[config.mk]
export PLATFORM = sky130hd
export DESIGN_NAME = tick_receiver
export DESIGN_NICKNAME = d
export VERILOG_FILES = /design/src/rtl/tick_receiver.sv
export SDC_FILE = /design/constraint.sdc
export NUM_CORES = 1
export LEC_CHECK = 0
export ABC_AREA = 1
export BUFFER_PORTS_ARGS = -buffer_cell sky130_fd_sc_hd__buf_2
export CAP_MARGIN = 20
export CORE_MARGIN = 8
export CORE_UTILIZATION = 25
export DETAILED_ROUTE_END_ITERATION = 7
export PLACE_DENSITY_LB_ADDON = 0.08
export SKIP_CTS_REPAIR_TIMING = 1
export SYNTH_ARGS = -nofsm -noshare
export SYNTH_HDL_FRONTEND = slang
export SYNTH_SLANG_ARGS = --single-unit
[constraint.sdc]
create_clock -name clk -period 2.3 [get_ports clk]
set_input_delay 0.23 -clock clk [delete_from_list [all_inputs] [get_ports clk]]
set_output_delay 0.23 -clock clk [all_outputs]
set_load 0.01 [all_outputs]
[src/rtl/tick_receiver.sv]
// Samples the slow divided clock clk_d as data in the clk domain: one-cycle tick per rising edge,
// wrapping tick count, rise-to-rise period measurement and stall timeout. Optional glitch filter: TICKRX_GLITCH_FILTER_EN.
module tick_receiver #(
  parameter int SYNC_STAGES = 2,
  parameter int CNT_W       = 27,
  parameter int TIMEOUT     = 120000000,
  parameter int FILTER_LEN  = 4
) (
  input  logic             clk,
  input  logic             rst,
  input  logic             clk_d,
  output logic             tick,
  output logic [7:0]       tick_count,
  output logic [CNT_W-1:0] period,
  output logic             period_valid,
  output logic             timeout
);

  typedef enum logic {IDLE = 1'b0, MEAS = 1'b1} state_t;

  localparam logic [CNT_W-1:0] TIMEOUT_C = CNT_W'(TIMEOUT);

  logic [SYNC_STAGES-1:0] sync_q, sync_d;
  logic                   lvl;
  logic                   prev_q;
  logic                   rise;
  state_t                 state_q, state_d;
  logic [CNT_W-1:0]       cnt_q, cnt_d;
  logic                   timeout_q, timeout_d;
  logic [CNT_W-1:0]       period_q, period_d;
  logic                   valid_q, valid_d;
  logic                   tick_q, tick_d;
  logic [7:0]             count_q, count_d;

  assign sync_d = {sync_q[SYNC_STAGES-2:0], clk_d};

`ifdef TICKRX_GLITCH_FILTER_EN
  localparam int FW = $clog2(FILTER_LEN + 1);

  logic          lvl_q, lvl_d;
  logic [FW-1:0] run_q, run_d;

  // lvl follows the synchroniser only after FILTER_LEN consecutive differing cycles
  always_comb begin
    lvl_d = lvl_q;
    run_d = '0;
    if (sync_q[SYNC_STAGES-1] != lvl_q) begin
      if (run_q == FW'(FILTER_LEN - 1)) begin
        lvl_d = sync_q[SYNC_STAGES-1];
        run_d = '0;
      end else begin
        run_d = run_q + FW'(1);
      end
    end else begin
      run_d = '0;
    end
  end

  always_ff @(posedge clk) begin
    if (rst) begin
      lvl_q <= 1'b0;
      run_q <= '0;
    end else begin
      lvl_q <= lvl_d;
      run_q <= run_d;
    end
  end

  assign lvl = lvl_q;
`else
  assign lvl = sync_q[SYNC_STAGES-1];
`endif

  assign rise = lvl & ~prev_q;

  // Counter, timeout and measurement state machine
  always_comb begin
    state_d   = state_q;
    cnt_d     = cnt_q;
    timeout_d = timeout_q;
    period_d  = period_q;
    valid_d   = valid_q;
    tick_d    = rise;
    count_d   = count_q + {7'b0000000, rise};

    // A rise always wins over the timeout reaching its threshold in the same cycle
    if (rise) begin
      cnt_d     = '0;
      timeout_d = 1'b0;
    end else if (cnt_q < TIMEOUT_C) begin
      cnt_d     = cnt_q + CNT_W'(1);
      timeout_d = (cnt_d == TIMEOUT_C);
    end else begin
      cnt_d     = cnt_q;
      timeout_d = 1'b1;
    end

    case (state_q)
      IDLE: begin
        if (rise) begin
          state_d = MEAS;
        end else begin
          state_d = IDLE;
        end
      end
      MEAS: begin
        if (rise && !timeout_q) begin
          period_d = cnt_q + CNT_W'(1);
          valid_d  = 1'b1;
        end else if (rise) begin
          state_d = MEAS;
        end else if (timeout_d && !timeout_q) begin
          state_d = IDLE;
          valid_d = 1'b0;
        end else begin
          state_d = MEAS;
        end
      end
      default: begin
        state_d = IDLE;
        valid_d = 1'b0;
      end
    endcase
  end

  always_ff @(posedge clk) begin
    if (rst) begin
      sync_q    <= '0;
      prev_q    <= 1'b0;
      state_q   <= IDLE;
      cnt_q     <= '0;
      timeout_q <= 1'b0;
      period_q  <= '0;
      valid_q   <= 1'b0;
      tick_q    <= 1'b0;
      count_q   <= 8'd0;
    end else begin
      sync_q    <= sync_d;
      prev_q    <= lvl;
      state_q   <= state_d;
      cnt_q     <= cnt_d;
      timeout_q <= timeout_d;
      period_q  <= period_d;
      valid_q   <= valid_d;
      tick_q    <= tick_d;
      count_q   <= count_d;
    end
  end

  assign tick         = tick_q;
  assign tick_count   = count_q;
  assign period       = period_q;
  assign period_valid = valid_q;
  assign timeout      = timeout_q;

endmodule

# Word-level counts from Yosys, hierarchy flattened

Index checks and enable logic that the tools add are counted.

Muxes and demuxes: 10
Shift-type cells: 0
Order comparisons: 1
$add $sub $neg: 2
Divide/modulo/power cells: 0
Reduce and logical (&&, ||, !) cells: 7
Bitwise gates (word level): 3
Multiply operators: 0
Equal/unequal tests: 2

Operators with widths:

| kind                  | number |
|---|---|
| $add 27x1->27 const B | 1 |
| $eq 27x27->1 const B  | 1 |
| $lt 27x27->1 const B  | 1 |
| $mux 1                | 9 |
| $add 8x1->8           | 1 |
| $reduce_and 3->1      | 1 |
| $logic_and 1x1->1     | 2 |
| $ne 2x1->1 const B    | 1 |
| $not 1->1             | 2 |
| $pmux 1 s2            | 1 |
| $reduce_and 2->1      | 1 |
| $reduce_bool 2->1     | 1 |
| $reduce_or 2->1       | 1 |
| $and 1x1->1           | 1 |
| $logic_not 1->1       | 1 |

Input port bits: 3
Memory bits (read-only): 0
Output and inout bits: 38
Memories: 0
Register bits after elaboration: 69
RAM bits: 0
Latch bits: 0
Logic and storage cells: 34

# Longest topological paths before layout

Gate-level depths: netlist (run 1).

Word-level depth: 9
Depth in mapped cells: 16
Gate-level depth less buffers: 16

# Least setup slack after synthesis (run 1)

OpenSTA, ideal clock, no wires.

Path kind: register to register
Start point: register cnt_q[0]
End point: register valid_q, in the netlist period_valid
Period minus slack after synthesis: 1.872 ns
Arrival time: 1.748 ns
Setup slack: 0.428 ns
Stages on the path, launching flop included: 17
Buffers on the path: 0
Setup time: 0.124 ns
Data required time: 2.176 ns
Path through: dfxtp_1 ha_1 inv_2 nor2_2 nand2_2 nor2_4 nand2_1 nand2_1 nand2_2 nor2_2 nand2_1 nor2_2 nand3_2 nand2_2 nand3_2 nand2_2 a21oi_2

Cells in the longest elaborated chain, start to end: 7
Elaborated cells between the ends (all ways): 8
Those cells by class: add/sub: 1; order compare: 1; eq/ne: 1; mux: 2; reduce/logical: 3

RTL lines:

| what                            | line | RTL |
|---|---|---|
| from (decl)                     | 28   | `logic [CNT_W-1:0] cnt_q, cnt_d;` |
| from (signal assigned)          | 141  | `cnt_q <= cnt_d;` |
| $add 27x1->27                   | 91   | `cnt_d = cnt_q + CNT_W'(1);` |
| $eq 27x27->1                    | 92   | `timeout_d = (cnt_d == TIMEOUT_C);` |
| $mux 1 (*)                      | 90   | `end else if (cnt_q < TIMEOUT_C) begin` |
| $mux 1 (*)                      | 87   | `if (rise) begin` |
| $logic_and 1x1->1 (*)           | 112  | `end else if (timeout_d && !timeout_q) begin` |
| $reduce_bool 2->1 (no line) (*) | --   |  |
| $reduce_and 3->1 (no line) (*)  | --   |  |
| to (signal assigned)            | 144  | `valid_q <= valid_d;` |
| to (decl)                       | 31   | `logic valid_q, valid_d;` |

Mark *: on every way between the ends. The rest lies on a longest branch, timed or not.
A chain may end at the register's enable or synchronous reset.

# Worst setup path after layout (run 1)

Start point: register cnt_q[11]
End point: register valid_q, in the netlist period_valid

The elaborated chain is that of the path after synthesis.

==> results by group, run 1 <==
Status
  • Status: finished clean

Synth
  • Synthesized area per cell: 6.78 µm²
  • Register area share after synthesis: 39.9%
  • Async SR Flop Fraction: 0%
  • Main synth FF type: dfxtp_1
  • Xor/xnor cell area share of the yosys netlist: 1.26%
  • Most frequent cell after synthesis: nor2_1
  • Ys Warns: 0
  • Synth Area in Simple Gates: 34.3%
  • Number of flops mapped to enable cells by yosys: 0
  • Synth area leaders: dfxtp_1 (40%), nor2_1 (11%), nand2_1 (11%), inv_1 (6.9%), o21ai_0 (4.9%)
  • Cells after Synth: 511
  • Mux cell area share after synthesis: 0%
  • Top-area cell type share of the netlist area: 39.9%
  • Post-Syn Area: ~0.0035 mm²
  • Synth Area in Adders: under 10%
  • Yosys cell types: 33
  • Seq cells post-synth: 69
  • Largest family of logic cells by synthesized area: simple AND/OR/NAND/NOR gates
  • Post-synthesis compound-gate area fraction: a little over an eighth
  • Cell taking the most area after synthesis: dfxtp_1
  • Post-synth net total: 518
  • Commonest cells post-synth: nor2_1 (102), nand2_1 (99), dfxtp_1 (69)

Setup path
  • CP arrival: 2.29 ns
  • Worst Setup End Kind: register
  • CP delay by family, top: simple AND/OR/NAND/NOR gates
  • CP bufs+invs: 0
  • Worst-path cell chain: nand2_1, nor2_1, nand2_1, nor2_1, nand2_1, xor2_1, nand2_1, nor2_1, nand3_2, nand2_2, nand3_2, nand2_2, a21oi_2
  • CP max FO: 5
  • WS Path Type: register to register
  • Critical Path RT: 2.51 ns
  • Top cell by count, worst path: nand2_1
  • CP max-delay cell: dfxtp_1
  • CP peak stage delay: 0.43 ns
  • Worst setup SP type: register

Power and ir drop
  • Worst vdd ir: 356 µV
  • Static leakage: approximately 1.8 nW
  • Sw Share: a little over a fifth
  • Clk pwr share: between 50% and 60%
  • Flop pwr share: 42.6%
  • PwrDens: 672 mW/mm²
  • P_int: about 2.3 mW
  • Combinational share of power: 3.3%
  • Switching power: 0.621 mW

Placed design
  • DP Wirelength: 8220 µm
  • GP Congestion: between 0.8 and 0.9
  • Cell Area, Placed: 0.00393 mm²
  • Port Buffer Count: 40

Global routing
  • First-pass GRT wire length: 17200 µm
  • Initial antenna violation count: 0
  • Grt ovf: 0
  • Vias in the first global route: 3113
  • Largest net degree at the start of global routing: 36
  • GRT Util Overall: 12.4%

Floorplan
  • Core area: 0.0137 mm²
  • Starting Density: about a quarter
  • Top Ports: just over 40
  • Die ar.: 0.0179 mm²
  • Die Width: 134 µm
  • Site Rows: 43
  • Die Ht: roughly 130 µm

Drt
  • DRT Pass-1 Iters: 4
  • Number of nets with antenna violations after routing: 0
  • Post-route DRC: 0
  • Routed WL: approximately 11000 µm
  • 1st-iter DRT viols: 254
  • Wire per inst: between 10 and 15 µm
  • Total vias in the final route: 3278
  • Vias per cell: 4.41

Finish
  • Core Util, Final: between 30% and 40%
  • Area Growth Syn to Fin: 23.6%
  • Cell area after layout: 0.00428 mm²
  • Fraction of layout cells with a size suffix above 1: 18.8%
  • Nets: roughly 570
  • Ant diodes: 0

Flow run
  • Max_cap viols: 0

Timing
  • Final hold slack: between 0.1 and 0.15 ns
  • Worst Skew: around 0.0047 ns
  • Min Tclk post-route: 2.08 ns
  • RSZ-0062 raised after global routing: no
  • Least-Margin Pin Slew: about 0.6 ns
  • Fin crit share: 90.6%
  • Final Hold Fails: 0
  • Final Max Slew Viols: 0
  • Final Setup Violations: 0
  • Slew headroom: 60.0%
  • Fmax: about 480 MHz
  • Setup tns final: 0 ns

Min path
  • Hold Path Class: input pin to register

CTS
  • CTS clk-pin slew, worst paths: 0.06 ns
  • # H-tree levels: 3
  • Num CTS Buffers: 9
  • Clk sinks: 69
  • CTS tree: built
  • Clk buf depth: 2
  • CTS root buf: clkbuf_16
  • Worst skew pair latency: 0.34 ns
registers in the layout, summed over array words and instances (netlist names):
signal / cells
tick: 1
prev_q: 1
cnt_q: 27
sync_q: 2
tick_count: 8
period: 27
period_valid: 1
timeout: 1
state_q: 1
path summary, 6_finish.rpt:
path	slack [ns]	cells after the start	from	end
setup reg to reg	0.22	13	cnt_q[11]	period_valid
hold reg to reg	0.42	2	sync_q[0]	sync_q[1]
setup / recovery	0.22	13	cnt_q[11]	period_valid
hold / removal	0.11	3	clk_d	sync_q[0]
area by class of cell:
class | count | area, µm²
sequential | 69 | 1380
inverter | 66 | 248
multi-input combinational | 358 | 1780
timing repair buffer | 55 | 313
clock buffer | 11 | 253
tap | 180 | 225
clock inverter | 5 | 81.3
fill | 1512 | 9440
power by group through the flow:
stage / Sequential (mW) / Clock, mW / Combinational [mW]
after CTS: 1.22 / 1.60 / 0.0928
after global routing: 1.23 / 1.66 / 0.107
after detailed placement: 1.25 / 0 / 0.0923
after global placement: 1.25 / 0 / 0.0925
final: 1.22 / 1.56 / 0.0941
after floorplan: 1.25 / 0 / 0.0546
layer usage:
metal | track usage [%] | wire, µm | vias to the layer above
met4 | 4.68 | 210 | 0
met5 | 0 | 0 | -
met2 | 19.3 | 4970 | 71
met3 | 3.43 | 548 | 12
li1 | - | - | 1731
met1 | 15.8 | 4960 | 1464
worst min-delay path, stage by stage:
cell and delay [ns]:
buf_2 0.09, inv_1 0.04, nor2_1 0.03
metrics by stage:
| stage | setup WS [ns] | cells | total power [mW] |
|---|---|---|---|
| 3_5_place_dp | 0.0785 | 728 | 1.34 |
| 4_1_cts | 0.0707 | 744 | 2.92 |
| 6_report | 0.215 | 744 | 2.88 |
| 2_1_floorplan | 0.428 | 511 | 1.30 |
| 3_3_place_gp | 0.106 | 728 | 1.34 |
| 5_1_grt | 0.00111 | 744 | 2.99 |
kinds of logic after synthesis:
kind of cell,after synthesis
xor+xnor,5
compound gates,83
flops,69
fa+ha+maj,4
simple gates,266
buf+inv,84
cells in the final DEF, fill, tap and decap left out, types with 2 or more instances in the layout:
cell type,synthesis,routed
nor2_1,102,101
nand2_1,99,99
dfxtp_1,69,67
inv_1,64,64
buf_2,9,40
o21ai_0,34,33
a21oi_1,22,22
nand3_1,20,20
buf_4,0,15
a211oi_1,14,14
nor2_2,9,10
nand2_2,9,9
nand4_1,9,9
clkbuf_16,0,9
a31oi_1,6,6
nand3_2,4,4
nor2_4,3,3
xnor2_1,3,3
nor3_1,3,3
o21bai_1,3,3
ha_1,4,3
inv_2,2,2
o21ai_1,1,2
nor4_1,2,2
nand3b_1,2,2
xor2_1,2,2
bufinv_16,0,2
clkbuf_8,0,2
dfxtp_2,0,2
No activity file was read; power rests on OpenSTA's default activity.
==> inputs of run 2 (changes only) <==
==> constraint.sdc (replaced) <==
create_clock -name clk -period 2.55 [get_ports clk]
set_input_delay 0.255 -clock clk [delete_from_list [all_inputs] [get_ports clk]]
set_output_delay 0.255 -clock clk [all_outputs]
set_load 0.01 [all_outputs]
==> results by group, run 2 (synthesis results as in run 1) <==
Setup path
  • Worst Setup End Kind: register
  • Critical R2R Capture: period_valid
  • Worst setup SP type: register
  • CP max FO: 5 (unchanged)
  • R2R depth: 14 (+1)
  • Worst R2R Start: cnt_q[0]
  • R2R Setup Slk: 0.33 ns (+0.11 ns)
  • WS Path Type: register to register
  • Critical Path RT: 2.76 ns (+0.25 ns)
  • CP arrival: 2.44 ns (+0.15 ns)

Flow run
  • Max_cap viols: 0 (unchanged)

Placed design
  • Port Buffer Count: 40 (unchanged)
  • Cell Area, Placed: 0.00390 mm² (-0.64%)
  • DP Wirelength: 8230 µm (+0.13%)
  • GP Congestion: 0.818 (-8.5%)
  • DP Worst Slack: 0.309 ns (+0.230 ns)

Timing
  • RSZ-0062 raised after global routing: no
  • Min Tclk post-route: 2.22 ns (+0.137 ns)
  • Final Hold Fails: 0 (unchanged)
  • Worst Skew: 0.00501 ns (+0.000331 ns)
  • Fmax: 450 MHz (-6.2%)
  • Slew headroom: 58.0% (-2.0 points)
  • Least-Margin Pin Slew: 0.624 ns (+0.0250 ns)
  • Setup tns final: 0 ns (unchanged)
  • Final worst slack: 0.328 ns (+0.113 ns)
  • Fin crit share: 87.1% (-3.5 points)
  • Final Setup Violations: 0 (unchanged)
  • Final Max Slew Viols: 0 (unchanged)

Drt
  • Total vias in the final route: 3243 (-1.1%)
  • Wire per inst: 14.3 µm (-0.38%)
  • Number of nets with antenna violations after routing: 0 (unchanged)
  • Vias per cell: 4.39 (-0.40%)
  • DRT Pass-1 Iters: 4 (unchanged)
  • Routed WL: 10600 µm (-1.0%)
  • 1st-iter DRT viols: 160 (-37%)
  • Post-route DRC: 0 (unchanged)

Floorplan
  • Core area: 0.0137 mm² (unchanged)
  • Site Rows: 43 (unchanged)
  • Starting Density: 25.2% (unchanged)
  • Top Ports: 41 (unchanged)
  • Die Ht: 134 µm (unchanged)
  • Die Width: 134 µm (unchanged)
  • Die ar.: 0.0179 mm² (unchanged)

CTS
  • CTS clk-pin slew, worst paths: 0.06 ns (about the same)
  • Num CTS Buffers: 9 (unchanged)
  • CTS root buf: clkbuf_16
  • Clk buf depth: 2 (unchanged)
  • # H-tree levels: 3 (unchanged)
  • Clk sinks: 69 (unchanged)
  • CTS tree: built
  • Worst skew pair latency: 0.34 ns (about the same)

Power and ir drop
  • Static leakage: 1.78 nW (-3.1%)
  • PwrDens: 563 mW/mm² (-16%)
  • Worst vdd ir: 267 µV (-25%)

Global routing
  • Grt met2 use: 19.2% (-0.084 points)
  • Grt ovf: 0 (unchanged)
  • Initial antenna violation count: 0 (unchanged)
  • Met3 Usage GRT: 3.16% (-0.26 points)
  • GRT Util Overall: 12.6% (+0.21 points)
  • M1 GR Usage: 15.8% (+0.024 points)
  • GR peak layer: met2
  • Vias in the first global route: 3236 (+4.0%)
  • First-pass GRT wire length: 17400 µm (+1.0%)
  • Largest net degree at the start of global routing: 37 (+2.8%)

Finish
  • Commonest non-fill, non-tap cells in the layout: nor2_1 (102), nand2_1 (99), dfxtp_1 (69), inv_1 (64), buf_2 (40)
  • Cell area after layout: 0.00418 mm² (-2.4%)
  • Ant diodes: 0 (unchanged)
  • Nets: 561 (-0.88%)
  • Commonest non-fill, non-tap cell in the layout: nor2_1
  • Area Growth Syn to Fin: 20.7%
  • Core Util, Final: 30.5% (-0.74 points)
  • Fraction of layout cells with a size suffix above 1: 17.4% (-1.4 points)

Status
  • Status: finished clean

Min path
  • Hold Path Class: input pin to register
  • WHS Path Cells: 3 (unchanged)
  • Min-Delay Endpoint: sync_q[0]
  • Hold Path Origin: clk_d
-- run 2: cell count changes in the layout (fill, tap and decap cells not counted), moves of 2 or more --
cell,change
buf_4,-6
bufinv_16,-2
clkbuf_8,-2
clkinvlp_4,+2
dfxtp_1,+2
dfxtp_2,-2
-- run 2: area by class of cell --
class,instances,area (µm²)
clock buffer,9,225
clock inverter,7,50.0
fill,1539,9540
inverter,66,248
multi-input combinational,358,1760
sequential,69,1380
tap,180,225
timing repair buffer,50,288
-- run 2: power breakdown --
part	switching, mW	internal, mW	leakage, nW	total (mW)
logic	0.0541	0.0281	1.09	0.0822
registers	0.00934	1.09	0.557	1.10
clock network	0.510	0.661	0.128	1.17
total	0.574	1.78	1.78	2.35
-- run 2: per-stage QoR --
stage	hold WS [ns]	power, mW	cells
2_1_floorplan	0.362	1.18	511
3_3_place_gp	0.401	1.21	723
3_5_place_dp	0.404	1.21	723
4_1_cts	0.108	2.41	739
5_1_grt	0.143	2.46	739
6_report	0.123	2.35	739
-- run 2: worst max-delay path, stage by stage (launching register included) --
cell,delay [ns]
dfxtp_1,0.40
ha_1,0.31
inv_2,0.06
nor2_2,0.19
nand3_1,0.16
nor2_2,0.21
nand3b_1,0.10
nand2_1,0.09
nand2_1,0.06
nor2_1,0.14
nand3_2,0.11
nand2_2,0.08
nand3_2,0.06
nand2_2,0.06
a21oi_2,0.04
-- run 2: layer usage --
metal,vias to the layer above,part of all wire (%)
li1,1730,-
met1,1450,49
met2,45,44
met3,18,4.0
met4,0,2.7
met5,-,0
-- run 2: how the worst max path moves through the flow --
stage | start | end | slack (ns) | cells after the start
after floorplan | cnt_q[0] | period_valid | 0.68 | 16
after global placement | cnt_q[20] | cnt_q[10] | 0.33 | 8
after detailed placement | cnt_q[0] | period_valid | 0.31 | 14
after CTS | cnt_q[0] | period_valid | 0.29 | 14
after global routing | cnt_q[0] | period_valid | 0.03 | 14
final | cnt_q[0] | period_valid | 0.33 | 14
